`src/rtl/mem_block_ctrl.sv`:
```
// Block-transfer initiator between a cache and word-wide memory: one request becomes a
// block fill or write-back. Optional macro MEM_BLOCK_CTRL_CRIT_FIRST_EN: critical-word-first fills.
module mem_block_ctrl #(
  parameter int DATA_WIDTH  = 32,
  parameter int ADDR_WIDTH  = 64,
  parameter int BLOCK_WORDS = 16
) (
  input  logic                              clk,
  input  logic                              arst,
  input  logic                              i_start,
  input  logic                              i_write,
  input  logic                              i_access,
  input  logic [ADDR_WIDTH-1:0]             i_addr,
  input  logic [BLOCK_WORDS*DATA_WIDTH-1:0] i_wblock,
  output logic [BLOCK_WORDS*DATA_WIDTH-1:0] o_rblock,
  output logic                              o_busy,
  output logic                              o_done,
  output logic [ADDR_WIDTH-1:0]             o_mem_addr,
  output logic                              o_mem_write_en,
  output logic                              o_mem_access,
  output logic [DATA_WIDTH-1:0]             o_mem_data,
`ifdef MEM_BLOCK_CTRL_CRIT_FIRST_EN
  output logic                              o_crit_valid,
`endif
  input  logic [DATA_WIDTH-1:0]             i_mem_data
);

  localparam int WB = $clog2(BLOCK_WORDS);
  localparam logic [ADDR_WIDTH-1:0] OFFS_MASK = ADDR_WIDTH'(BLOCK_WORDS * 4 - 1);

  typedef enum logic [1:0] {IDLE, FILL, WBACK, DONE} state_t;

  state_t                state;
  logic [WB-1:0]         cnt;
  logic [WB-1:0]         widx;
  logic [WB-1:0]         widx_nxt;
  logic [WB-1:0]         entry_idx;
  logic [ADDR_WIDTH-1:0] base;
  logic [ADDR_WIDTH-1:0] req_base;
  logic                  last;

  always_comb begin
    req_base = i_addr & ~OFFS_MASK;
    widx_nxt = widx + WB'(1);
    last     = (cnt == WB'(BLOCK_WORDS - 1));
`ifdef MEM_BLOCK_CTRL_CRIT_FIRST_EN
    entry_idx = i_write ? '0 : i_addr[WB+1:2];
`else
    entry_idx = '0;
`endif
  end

  // Outputs are registered, so the first address/data of a transfer is loaded on the
  // accepting edge and each later one is loaded one edge ahead of its memory cycle.
  always_ff @(posedge clk or posedge arst) begin
    if (arst) begin
      state          <= IDLE;
      cnt            <= '0;
      widx           <= '0;
      base           <= '0;
      o_rblock       <= '0;
      o_busy         <= 1'b0;
      o_done         <= 1'b0;
      o_mem_addr     <= '0;
      o_mem_write_en <= 1'b0;
      o_mem_access   <= 1'b0;
      o_mem_data     <= '0;
`ifdef MEM_BLOCK_CTRL_CRIT_FIRST_EN
      o_crit_valid   <= 1'b0;
`endif
    end else begin
`ifdef MEM_BLOCK_CTRL_CRIT_FIRST_EN
      o_crit_valid <= (state == FILL) && (cnt == '0);
`endif
      case (state)
        IDLE: begin
          o_done <= 1'b0;
          if (i_start) begin
            base       <= req_base;
            cnt        <= '0;
            widx       <= entry_idx;
            o_mem_addr <= req_base + ADDR_WIDTH'({entry_idx, 2'b00});
            o_busy     <= 1'b1;
            if (i_write) begin
              o_rblock       <= i_wblock;
              o_mem_data     <= i_wblock[0 +: DATA_WIDTH];
              o_mem_write_en <= 1'b1;
              o_mem_access   <= 1'b1;
              state          <= WBACK;
            end else begin
              o_mem_access <= i_access;
              state        <= FILL;
            end
          end
        end
        FILL: begin
          o_rblock[int'(widx) * DATA_WIDTH +: DATA_WIDTH] <= i_mem_data;
          if (last) begin
            o_busy <= 1'b0;
            o_done <= 1'b1;
            state  <= DONE;
          end else begin
            cnt        <= cnt + WB'(1);
            widx       <= widx_nxt;
            o_mem_addr <= base + ADDR_WIDTH'({widx_nxt, 2'b00});
          end
        end
        WBACK: begin
          if (last) begin
            o_mem_write_en <= 1'b0;
            o_busy         <= 1'b0;
            o_done         <= 1'b1;
            state          <= DONE;
          end else begin
            cnt        <= cnt + WB'(1);
            widx       <= widx_nxt;
            o_mem_addr <= base + ADDR_WIDTH'({widx_nxt, 2'b00});
            o_mem_data <= o_rblock[int'(widx_nxt) * DATA_WIDTH +: DATA_WIDTH];
          end
        end
        DONE: begin
          o_done <= 1'b0;
          state  <= IDLE;
        end
        default: state <= IDLE;
      endcase
    end
  end

endmodule
```
`config.mk`:
```
export PLATFORM = sky130hd
export DESIGN_NAME = mem_block_ctrl
export DESIGN_NICKNAME = d
export VERILOG_FILES = /design/src/rtl/mem_block_ctrl.sv
export SDC_FILE = /design/constraint.sdc
export NUM_CORES = 2
export LEC_CHECK = 0
export CORE_AREA = 2 2 471 473
export CTS_BUF_LIST = sky130_fd_sc_hd__clkbuf_4
export CTS_CLUSTER_DIAMETER = 40
export DETAILED_ROUTE_END_ITERATION = 6
export DIE_AREA = 0 0 473 475
export SYNTH_ARGS = -nofsm -noshare
export SYNTH_HDL_FRONTEND = slang
export SYNTH_SLANG_ARGS = --single-unit
```
`constraint.sdc`:
```
create_clock -name clk -period 33.2 [get_ports clk]
set_clock_uncertainty 0.1 [all_clocks]
set_input_delay 6.64 -clock clk [delete_from_list [all_inputs] [get_ports clk]]
set_output_delay 6.64 -clock clk [all_outputs]
set_load 0.02 [all_outputs]
```
==> metrics.md <==
| Metric | Value |
|---|---|
| CP Capture Type | asynchronous set/reset pin |
| # H-tree levels | 4 |
| Std cell rows | around 170 |
| P&R area growth vs syn | 51.0% |
| First-pass GRT wire length | about 330 mm |
| Crit-path slowest cell | buf_4 |
| Worst hold slack | 0.399 ns |
| Layout net count | roughly 4600 |
| Vias per cell | 4.60 |
| DR WL/cell | 36.2 um |
| Most used cell, CP | buf_4 |
| Setup violations, final | 0 |
| Share of cells above drive strength 1 | 24.5% |
| Slew HR | between 15 and 20% |
| Final Hold Fails | 0 |
| Post-synth EDFFs | 0 |
| IO Count | roughly 1200 |
| GRT Residual Overflow | 0 |
| CTS tree | done |
| Clk sinks | just under 700 |
| Yosys cell types | 50 |
| Post-DRT Antenna Nets | 0 |
| Total negative setup slack | 0 ns |
| Worst reg2reg path depth | 10 |
| Setup bufs post-CTS | 0 |
| Design area | 0.0536 sq mm |
| Initial antenna violation count | 89 |
| Slew @ Worst Pin | between 1 and 1.5 ns |
| Critical path depth in cells | 6 |
| Period utilization | between 20 and 30% |
| Synthesized cell area | 0.0355 sq mm |
| Worst VDD drop | about 0.00006 V |
| Pin count of the biggest net entering global routing | 105 |
| Top_reg_cell synth | dfrtp_1 |
| Drt pass-1 iters | 5 |
| Setup WS pre-CTS | 21.93 ns |
| Crit path buffers/inverters | 6 |
| Global Route Usage Sum | a little over a fifth |
| Chip Height | about 480 um |
| Worst path max stage delay | just under 0.8 ns |
| RD Place Congestion | around 0.9 |
| Seq/Total Area, Yosys | between 40% and 50% |
| Pwr/cell area | 123 mW/mm^2 |
| Initial DRC Count | around 2500 |
| Outcome | complete, no violations |
| Crit path required time | 34.36 ns |
| Fmax | between 100 and 150 MHz |
| R2r startpoint | widx[0] |
| Initial core utilization | around 16% |
| Top post-synthesis cells by area | dfrtp_1 (47%), a22o_1 (12%), mux2_2 (11%), mux4_2 (8.1%), mux2_1 (4.0%) |
| Vias in the first global route | approximately 33000 |
| Yosys top cell area share | between 40 and 50% |
| Clock-pin slew on the worst setup and hold paths | ~0.070 ns |
| Cell taking the most area after synthesis | dfrtp_1 |
| Drt drc | 0 |
| Hold-fix buffers at CTS | 0 |
| Die X | between 400 and 500 um |
| Largest delay share family, worst path | buffers and inverters |
| Final WS setup | between 20 and 25 ns |
| R2r endpoint | o_mem_data[25] |
| Die footprint | 0.225 sq mm |
| Worst path cell trace | clkdlybuf4s50_1 -> inv_8 -> buf_4 -> buf_4 -> buf_4 -> buf_4 |
| Overall via count from detail_route | between 30000 and 40000 |
| Setup crit start | arst |
| RSZ-0062 raised after global routing | false |
| Crit Path Category | in -> async |
| P_leak | between 20 and 25 nW |
| CP max FO | 104 |
| Synth Register Bits | around 670 |
| Cell count after synthesis | 2771 |
| Crit path time final | approximately 10 ns |
| Post-CTS sizing | 0 |
| Placed Area | between 0.05 and 0.06 sq mm |
| PortBufs | between 1000 and 1500 |
| CTS root buffer | clkbuf_4 |
| Max Slew Vio Count | 0 |
| Synth Area per Inst | roughly 13 sq um |
| Worst-Skew Late Latency | ~1.3 ns |
| DRT Wirelength | 255 mm |
| Total CTS buffers | between 200 and 250 |
| Top-count cell post-synth | dfrtp_1 |
| HP Class | reg -> reg |
| Crit path to | o_rblock[239] |
| Worst Path Arrival | roughly 11 ns |
| Clock Path Buffers | 3 |
| Crit start category | primary input |
| Max Cap Violations | 0 |
| Synth warn | 0 |
| Area of the core | roughly 0.22 sq mm |
| Commonest cells in the synthesized netlist | dfrtp_1 (674), a22o_1 (482), mux2_2 (354), clkbuf_1 (164), mux4_2 (128) |
| R2R Setup Slk | 27.19 ns |
| Final HPWL from detailed placement | slightly below 200 mm |
| Async S/R FF share, synth | between 90% and 100% |
cell families after synthesis:
group,after synthesis,synth area share (%)
buf+inv,327,3.96
xor+xnor,6,0.169
compound gates,735,16.5
flops,674,47.5
other cells,1,0.0106
simple gates,262,3.20
mux,759,28.4
fa+ha+maj,7,0.247
where the power goes:
part,internal [mW],switching (mW),total (mW)
logic,1.73,2.33,4.06
registers,1.24,0.429,1.67
clock network,0.449,0.430,0.879
registers in the layout, indices dropped and copies added, names as in the netlist:
signal,flops
o_rblock,512
o_mem_write_en,1
o_done,1
o_busy,1
base,58
cnt,4
o_mem_addr,59
o_mem_access,1
state,2
o_mem_data,32
widx,3
worst min path at each step:
stage | start | endpoint | slack, ns | depth (start not counted)
2_1_floorplan | cnt[0] | cnt[0] | 0.38 | 1
3_3_place_gp | o_mem_data[3] | o_mem_data[3] | 0.38 | 1
3_5_place_dp | o_mem_data[23] | o_mem_data[23] | 0.39 | 1
4_1_cts | o_mem_data[23] | o_mem_data[23] | 0.40 | 1
5_1_grt | base[45] | base[45] | 0.42 | 1
6_report | o_mem_data[20] | o_mem_data[20] | 0.40 | 1
placed cells by master (no fill, tap or decap), types with 4 or more instances in the layout:
cell type | netlist | layout
dfrtp_1 | 674 | 673
mux4_2 | 128 | 128
nand2_1 | 88 | 75
inv_2 | 3 | 4
buf_4 | 4 | 85
a22oi_1 | 33 | 33
mux2_2 | 354 | 354
a21boi_0 | 32 | 31
o21ai_1 | 10 | 8
o21ai_0 | 43 | 43
mux2_4 | 60 | 60
ha_1 | 7 | 4
clkinv_2 | 0 | 16
nor2_4 | 0 | 15
bufinv_16 | 0 | 5
nand2_2 | 0 | 9
clkdlybuf4s50_1 | 0 | 1213
nor2_1 | 115 | 100
nor2b_1 | 35 | 35
mux2i_1 | 92 | 92
clkinv_1 | 0 | 35
nand2_4 | 0 | 4
o32a_1 | 31 | 31
diode_2 | 0 | 31
inv_1 | 9 | 8
a22o_1 | 482 | 482
mux2_1 | 125 | 125
a21oi_1 | 91 | 91
clkbuf_4 | 0 | 295
nand3_1 | 5 | 5
inv_8 | 0 | 5
cell type report:
type,count,area [sq um]
Multi-Input combinational cell,1771,17500
Tap cell,2871,3590
Sequential cell,674,16900
Timing Repair Buffer,1302,12800
Antenna cell,31,77.6
Inverter,12,60.1
Fill cell,23100,165000
Clock buffer,295,2210
Clock inverter,67,469
layer usage:
metal  vias up  part of all wire (%)  GRT usage, %
li1      13100                     -             -
met4        64                   5.0          9.93
met3       492                    11          9.33
met2      2017                    51          39.0
met5         -                  0.16             0
met1     16600                    33          21.9
per-stage QoR:
step / power [mW] / cells / utilization [%]
2_1_floorplan: 3.61 / 2772 / -
3_3_place_gp: 5.78 / 6630 / 23.2
3_5_place_dp: 5.82 / 6630 / 23.2
4_1_cts: 6.74 / 6992 / 24.4
5_1_grt: 6.92 / 7008 / 24.5
6_report: 6.61 / 7023 / 24.5
Note: power is estimated with default switching activity, not from simulation.
